--- src/rtl/seq_detect_event_logger.sv ---
`default_nettype none
// ============================================================================
// Module   : seq_detect_event_logger
// Purpose  : Timestamps each detection pulse from the sequence detector with a
//            free-running cycle counter. Timestamps are queued in a
//            first-word-fall-through FIFO that is drained over a valid/ready
//            handshake. Also keeps a saturating event count and a sticky
//            overflow flag for status reads.
//
// Ports    : clk          - single clock, rising edge
//            rst          - synchronous active-high reset (highest priority)
//            enable       - runs the timestamp counter and accepts detections
//            clr          - synchronous soft clear (FIFO, count, overflow, ts)
//            detected     - detection pulse; every high cycle is one event
//            ev_valid     - FIFO non-empty
//            ev_ready     - consumer takes the head entry this cycle
//            ev_timestamp - head FIFO entry, 0 when empty
//            ev_count     - total accepted detections, saturating
//            fifo_level   - entries held, 0..DEPTH
//            overflow     - sticky, an event was dropped on a full FIFO
//            irq          - (EVENT_IRQ_EN only) registered level/overflow irq
//
// Options  : define EVENT_IRQ_EN to add the irq output and IRQ_THRESH parameter
//
// Revision : 1.0 - initial release
// ============================================================================
module seq_detect_event_logger #(
    parameter int TS_WIDTH  = 16,
    parameter int DEPTH     = 8,
    parameter int CNT_WIDTH = 8
`ifdef EVENT_IRQ_EN
    ,
    parameter int IRQ_THRESH = DEPTH / 2
`endif
) (
    input  logic                       clk,
    input  logic                       rst,
    input  logic                       enable,
    input  logic                       clr,
    input  logic                       detected,
    output logic                       ev_valid,
    input  logic                       ev_ready,
    output logic [TS_WIDTH-1:0]        ev_timestamp,
    output logic [CNT_WIDTH-1:0]       ev_count,
    output logic [$clog2(DEPTH):0]     fifo_level,
    output logic                       overflow
`ifdef EVENT_IRQ_EN
    ,
    output logic                       irq
`endif
);

    localparam int c_AW = $clog2(DEPTH);
    localparam int c_LW = c_AW + 1;
    localparam logic [c_LW-1:0] c_FULL = c_LW'(DEPTH);

    // ------------------------------------------------------------------------
    // State
    // ------------------------------------------------------------------------
    logic [TS_WIDTH-1:0]  r_ts;
    logic [TS_WIDTH-1:0]  r_mem [DEPTH];
    logic [c_AW-1:0]      r_wptr;
    logic [c_AW-1:0]      r_rptr;
    logic [c_LW-1:0]      r_level;
    logic [CNT_WIDTH-1:0] r_count;
    logic                 r_overflow;

    // ------------------------------------------------------------------------
    // Handshake decode
    // ------------------------------------------------------------------------
    logic            w_event;
    logic            w_pop;
    logic            w_full;
    logic            w_push;
    logic            w_drop;
    logic [c_LW-1:0] w_level_nxt;

    assign w_event = enable & detected;
    assign w_pop   = (r_level != '0) & ev_ready;
    assign w_full  = (r_level == c_FULL);
    // A pop in the same cycle frees the slot, so a full FIFO still accepts.
    assign w_push  = w_event & (~w_full | w_pop);
    assign w_drop  = w_event & w_full & ~w_pop;

    always_comb begin
        w_level_nxt = r_level;
        case ({w_push, w_pop})
            2'b10:   w_level_nxt = r_level + 1'b1;
            2'b01:   w_level_nxt = r_level - 1'b1;
            default: w_level_nxt = r_level;
        endcase
    end

    // ------------------------------------------------------------------------
    // Control registers: timestamp, pointers, level, count, overflow
    // ------------------------------------------------------------------------
    always_ff @(posedge clk) begin
        if (rst || clr) begin
            r_ts       <= '0;
            r_wptr     <= '0;
            r_rptr     <= '0;
            r_level    <= '0;
            r_count    <= '0;
            r_overflow <= 1'b0;
        end else begin
            if (enable) begin
                r_ts <= r_ts + 1'b1;
            end
            if (w_push) begin
                r_wptr <= r_wptr + 1'b1;
            end
            if (w_pop) begin
                r_rptr <= r_rptr + 1'b1;
            end
            r_level <= w_level_nxt;
            // Dropped events are still counted; the counter sticks at all-ones.
            if (w_event && (r_count != '1)) begin
                r_count <= r_count + 1'b1;
            end
            if (w_drop) begin
                r_overflow <= 1'b1;
            end
        end
    end

    // ------------------------------------------------------------------------
    // Storage: the pre-edge timestamp is the one captured for the event.
    // Contents need no reset; the head is masked while empty.
    // ------------------------------------------------------------------------
    always_ff @(posedge clk) begin
        if (!rst && !clr && w_push) begin
            r_mem[r_wptr] <= r_ts;
        end
    end

    // ------------------------------------------------------------------------
    // Outputs. ev_valid derives only from registered level, so there is no
    // combinational path from detected.
    // ------------------------------------------------------------------------
    assign ev_valid     = (r_level != '0);
    assign ev_timestamp = ev_valid ? r_mem[r_rptr] : '0;
    assign ev_count     = r_count;
    assign fifo_level   = r_level;
    assign overflow     = r_overflow;

`ifdef EVENT_IRQ_EN
    // ------------------------------------------------------------------------
    // Interrupt: evaluated on the post-edge level and overflow state.
    // ------------------------------------------------------------------------
    localparam logic [c_LW-1:0] c_THRESH = c_LW'(IRQ_THRESH);

    logic r_irq;

    always_ff @(posedge clk) begin
        if (rst || clr) begin
            r_irq <= 1'b0;
        end else begin
            r_irq <= (w_level_nxt >= c_THRESH) | r_overflow | w_drop;
        end
    end

    assign irq = r_irq;
`endif

endmodule
`default_nettype wire

--- config.mk ---
export PLATFORM = sky130hd
export DESIGN_NAME = seq_detect_event_logger
export DESIGN_NICKNAME = d
export VERILOG_FILES = /design/src/rtl/seq_detect_event_logger.sv
export SDC_FILE = /design/constraint.sdc
export NUM_CORES = 1
export LEC_CHECK = 0
export ABC_CLOCK_PERIOD_IN_PS = 5800
export CORE_ASPECT_RATIO = 0.9
export CORE_MARGIN = 3
export CORE_UTILIZATION = 40
export CTS_CLUSTER_SIZE = 20
export DETAILED_ROUTE_END_ITERATION = 6
export RECOVER_POWER = 100
export SYNTH_ARGS = -nofsm -noshare
export SYNTH_HDL_FRONTEND = slang
export SYNTH_SLANG_ARGS = --single-unit
--- constraint.sdc ---
create_clock -name clk -period 5.8 [get_ports clk]
set_clock_uncertainty 0.2 [all_clocks]
set_input_delay 1.16 -clock clk [delete_from_list [all_inputs] [get_ports clk]]
set_output_delay 1.16 -clock clk [all_outputs]
set_load 0.03 [all_outputs]
# Word-level counts from Yosys, hierarchy flattened
# Memory sizes are Yosys's and may differ from the RTL's. A register that Yosys moved wholly into a read port is not among the register bits.
# Index checks and enable logic that the tools add are counted.
[totals] mem_bits_rw=128 romBits=0 elab_cells=39 latchBits=0 ff_bits=35 n_memories=1
[memory_table] name="r_mem" depth=8 width=16 rd=1 rd_ports_with_merged_regs=1 wr=1 line_no="61" source="logic [TS_WIDTH-1:0] r_mem [DEPTH];"
[op_classes] n_div=0 magnitude_cmp=0 bitwise=8 n_shift=0 n_mux=6 n_eq_ne=4 reduce_logical=8 n_addsub=6 mul=0
[op_table] op="adder 16 x 1 -> 16 bit, second input constant" n=1
[op_table] op="2-to-1 mux 16 bit" n=1
[op_table] op="adder 8 x 1 -> 8 bit, second input constant" n=1
[op_table] op="inequality test 8 bit, second input constant" n=1
[op_table] op="one-hot mux 4 bit (2 select lines)" n=1
[op_table] op="adder 3 x 1 -> 3 bit, second input constant" n=2
[op_table] op="2-to-1 mux 3 bit" n=2
[op_table] op="AND 1 bit" n=5
[op_table] op="adder 4 x 1 -> 4 bit, second input constant" n=1
[op_table] op="equality test 4 bit, second input constant" n=1
[op_table] op="nonzero test 4 bit" n=1
[op_table] op="subtractor 4 x 1 -> 4 bit, second input constant" n=1
[op_table] op="logical AND 1 bit" n=3
[op_table] op="equality test 2 x 1 -> 1 bit, second input constant" n=1
[op_table] op="equality test 2 bit, second input constant" n=1
[op_table] op="zero test 1 bit" n=2
[op_table] op="2-to-1 mux 1 bit" n=2
[op_table] op="NOT 1 bit" n=2
[op_table] op="nonzero test 2 bit" n=1
[op_table] op="logical OR 1 bit" n=1
[op_table] op="bitwise OR 1 bit" n=1

# Longest topological paths before layout
[depth] ltp_word=7 ltp_mapped=9

# Worst setup path after synthesis
# No wires, ideal clock.
[synth_timing] path_kind="in2reg" start="in enable" end="mem r_mem[1][0], enable pin" setup_ns=0.409 slack_ns=2.200 t_arrival_ns=2.990 cell_stages=5 path_cell_list="buf_4 and2_1 o21a_1 nand3_1 nor3_1"
[synth_between] elab_chain_len=5
[synth_rtl] element="start, declared" line_no="38" source="input logic enable,"
[synth_rtl] element="AND 1 bit" line_no="78" source="assign w_event = enable & detected;"
[synth_rtl] element="AND 1 bit" line_no="82" source="assign w_push = w_event & (~w_full | w_pop);"
[synth_rtl] element="logical AND 1 bit" line_no="131" source="if (!rst && !clr && w_push) begin"
[synth_rtl] element="2-to-1 mux 1 bit" line_no="131"
[synth_rtl] element="2-to-1 mux 1 bit (implied by the code)" line_no="132" source="r_mem[r_wptr] <= r_ts;"
[synth_rtl] element="end, declared" line_no="61"
# Every way passes these cells.

# Worst setup path in the final report
[layout_timing] start="reg r_level[0], in the netlist fifo_level[0]" end="out ev_timestamp[1]"
[layout_between] elab_chain_len=2
[layout_rtl] element="start, declared" line_no="64" source="logic [c_LW-1:0] r_level;"
[layout_rtl] element="start signal, assigned" line_no="115" source="r_level <= w_level_nxt;"
[layout_rtl] element="nonzero test 4 bit" line_no="140" source="assign ev_valid = (r_level != '0);"
[layout_rtl] element="2-to-1 mux 16 bit" line_no="141" source="assign ev_timestamp = ev_valid ? r_mem[r_rptr] : '0;"
[layout_rtl] element="end, declared" line_no="43" source="output logic [TS_WIDTH-1:0] ev_timestamp,"
# Every way passes these cells.

==> results.md <==
* Run status: finished, violations left
* IO buf count at 35
* Row count at 44
* Cell area power density at 317.3 nW/um^2
* Fin crit period at 4.946 ns
* Hold Fails Final Rpt at 0
* Post-DP HPWL at a little over 8000 um
* Core region area at 16240 sq um
* Syn_area_per_cell at 15.98 sq um
* Root buffer cell: clkbuf_16
* Most used cell along the critical path: nor2_1
* Ant. Diodes at 0
* Total Routed Length at about 13000 um
* Gate Count Post-Synth at ~420
* Post-synth top flop: edfxtp_1
* Post-Place Worst Slack at approximately 1.7 ns
* Worst Path Required at 4.44 ns
* Synth area leaders: edfxtp_1, dfxtp_1, mux4_2
* Crit path capture: ev_timestamp[1]
* IO Count at 36
* Commonest cells after routing, fill and taps aside: edfxtp_1, nor2_1, dfxtp_1
* Routed Antenna Nets at 0
* Starting Density at roughly two fifths
* Critical Path Source Type: flop
* Die X at 142.2 um
* Full die area at 18290 sq um
* First-pass GRT wire length at 21290 um
* CP max stage delay at between 1 and 1.5 ns
* Worst-path clk slew at 0.06 ns
* RSZ-0062 raised after global routing: no
* Max-Cap Viols at 2
* Failing checks: max-capacitance violations, max-slew violations
* CTS tree: yes
* EDFF count, synth at 128
* Crit share post-route at 85.27%
* Warnings from Yosys at 0
* Worst Setup SP: fifo_level[0]$_SDFFE_PP0P_
* Final-stage net count at around 480
* Die height at 128.6 um
* Share of post-route cells with drive strength above 1 at between 10% and 20%
* Largest net degree at the start of global routing at 34
* Total Neg Setup Slack at 0 ns
* RR Startpoint: fifo_level[0]$_SDFFE_PP0P_
* Yosys reg bits at between 150 and 200
* Worst-path cell chain: or3_1, nor2_1, nor2_1, dlygate4sd3_1
* Critical Path Fanout Max at 17
* WP data arrival at between 3 and 4 ns
* Number of global-route vias before repair at 3722
* Post-synth net total at 429
* Drt initial violations at 241
* Slew @ Worst Pin at 2.080 ns
* Max-slew violations at 52
* Slew headroom at -38.63%
* Register-to-Register Path Depth at 6
* Library cells used by synthesis at 47
* Top cell type's share of synthesized area at a little under three fifths
* CP max stage cell: nor2_1
* Bufs on Longest Clock Path at 2
* Fin util at 48.23%
* Critical path start-end classification: flop to primary output
* Commonest non-fill, non-tap cell in the layout: edfxtp_1
* DRT Pass-1 Iters at 4
* Worst setup margin at 0.8541 ns
* Synthesized area at 6680 sq um
* Post-CTS Setup Bufs at 0
* Worst setup EP type: primary output
* RD Place Congestion at 0.7662
* H-tree lvl count at 4
* Vias/cell at 5.389
* Area Overhead vs Synth at 17.25%
* Sink Count at 166
* Fmax at 202.2 MHz
* Peak VDD IR at between 0.2 and 0.25 mV
* Post-synth top area cell: edfxtp_1
* Clk Latency, worst-skew pair at 0.41 ns
* Hold crit path type: flop to flop
* Sequential area share after synthesis at 68.93%
* Grt total ovfl at 0
* Ys async rst share at 0%
* Antenna violations before repair at 0
* Setup Viol. Count Final at 0
* DRC Markers at 0
* Routed vias at 3686
* TritonCTS Buffers at 17
* Total Routing Usage GR at 15.43%
* Post_cts resized at 0
* Pleak at 2.536 nW
* Post-CTS Hold Fix Bufs at 0
* Mean routed wirelength per cell at about 19 um
* Reg2Reg Setup Slack at around 2.6 ns
[cell usage after synthesis (all sizes together) (2+ instances only)]
library cell and count:
edfxtp 128, nor2 53, dfxtp 38, mux4 32
mux2i 23, nand2 17, buf 12, nand3 11
nor3 10, xor2 9, a21oi 8, clkbuf 8
nand4 8, xnor2 8, o21ai 7, ha 5
or3 5, inv 3, nand2b 3, or4 3
a31oi 2, and3 2, and4 2, nand3b 2
nor4 2, o21a 2, o31ai 2, o41ai 2
[cell families (layout without fill, tap and decap cells)]
family | Yosys count | after routing | share of synthesized area, %
flip-flops | 166 | 166 | 68.93
AND/OR/NAND/NOR | 122 | 122 | 8.972
multiplexers | 56 | 56 | 14.40
AO/OA/AOI/OAI | 29 | 29 | 2.922
buffers and inverters | 23 | 82 | 1.611
XOR/XNOR | 17 | 17 | 2.229
adder cells (fa/ha/maj) | 5 | 5 | 0.9365
[registers in the layout, summed over array words and instances, names as in the netlist, named ones only]
register,flops
r_ts,16
r_wptr,3
r_rptr,3
fifo_level,4
overflow,1
ev_count,8
r_mem,128
[stage by stage]
stage                     std cells  power [mW]  cell area (sq um)  hold slack [ns]
after floorplan                 418       1.357               6680           0.2541
after global placement          652       1.388               7296           0.2553
after detailed placement        652       1.389               7296           0.2647
after CTS                       684       2.518               7896           0.2788
after global routing            684       2.568               7833           0.3397
final                           684       2.485               7833           0.2664
[final cells by class]
class	count	area [sq um]
clock buffer	22	474.2
clock inverter	10	126.4
fill	1340	8408
inverter	3	11.26
multi-input combinational	229	1952
sequential	166	4607
tap	207	259.0
timing repair buffer	47	402.9
[how the worst min path moves through the flow]
stage                     slack [ns]  depth (start not counted)                     to                    from
after detailed placement        0.26                          2  overflow$_SDFFE_PP0P_   overflow$_SDFFE_PP0P_
after CTS                       0.28                          2  overflow$_SDFFE_PP0P_   overflow$_SDFFE_PP0P_
final                           0.27                          2  overflow$_SDFFE_PP0P_   overflow$_SDFFE_PP0P_
after floorplan                 0.25                          2                   flop  r_rptr[1]$_SDFFE_PP0N_
after global routing            0.34                          2                   flop  r_rptr[1]$_SDFFE_PP0N_
after global placement          0.26                          2  overflow$_SDFFE_PP0P_   overflow$_SDFFE_PP0P_
[per-layer routing]
layer / global-route usage, % / routed length, um / up-vias
met5: 0 / 0 / -
met4: 4.910 / 149 / 0
met3: 3.902 / 414 / 9
met2: 24.06 / 6413 / 66
met1: 21.45 / 6204 / 1900
li1: - / - / 1711
[critical path, delay by kind of cell (launching register included)]
kind | cells | cell delay (ns)
simple gates | 3 | 2.00
buf+inv | 1 | 0.78
flops | 1 | 0.38
[where the power goes]
group,switching [mW],internal (mW),leakage [nW]
sequential,0.00620,1.27,1.47
combinational,0.0502,0.0319,0.764
clock,0.421,0.706,0.299
No activity file was read; power rests on OpenSTA's default activity.
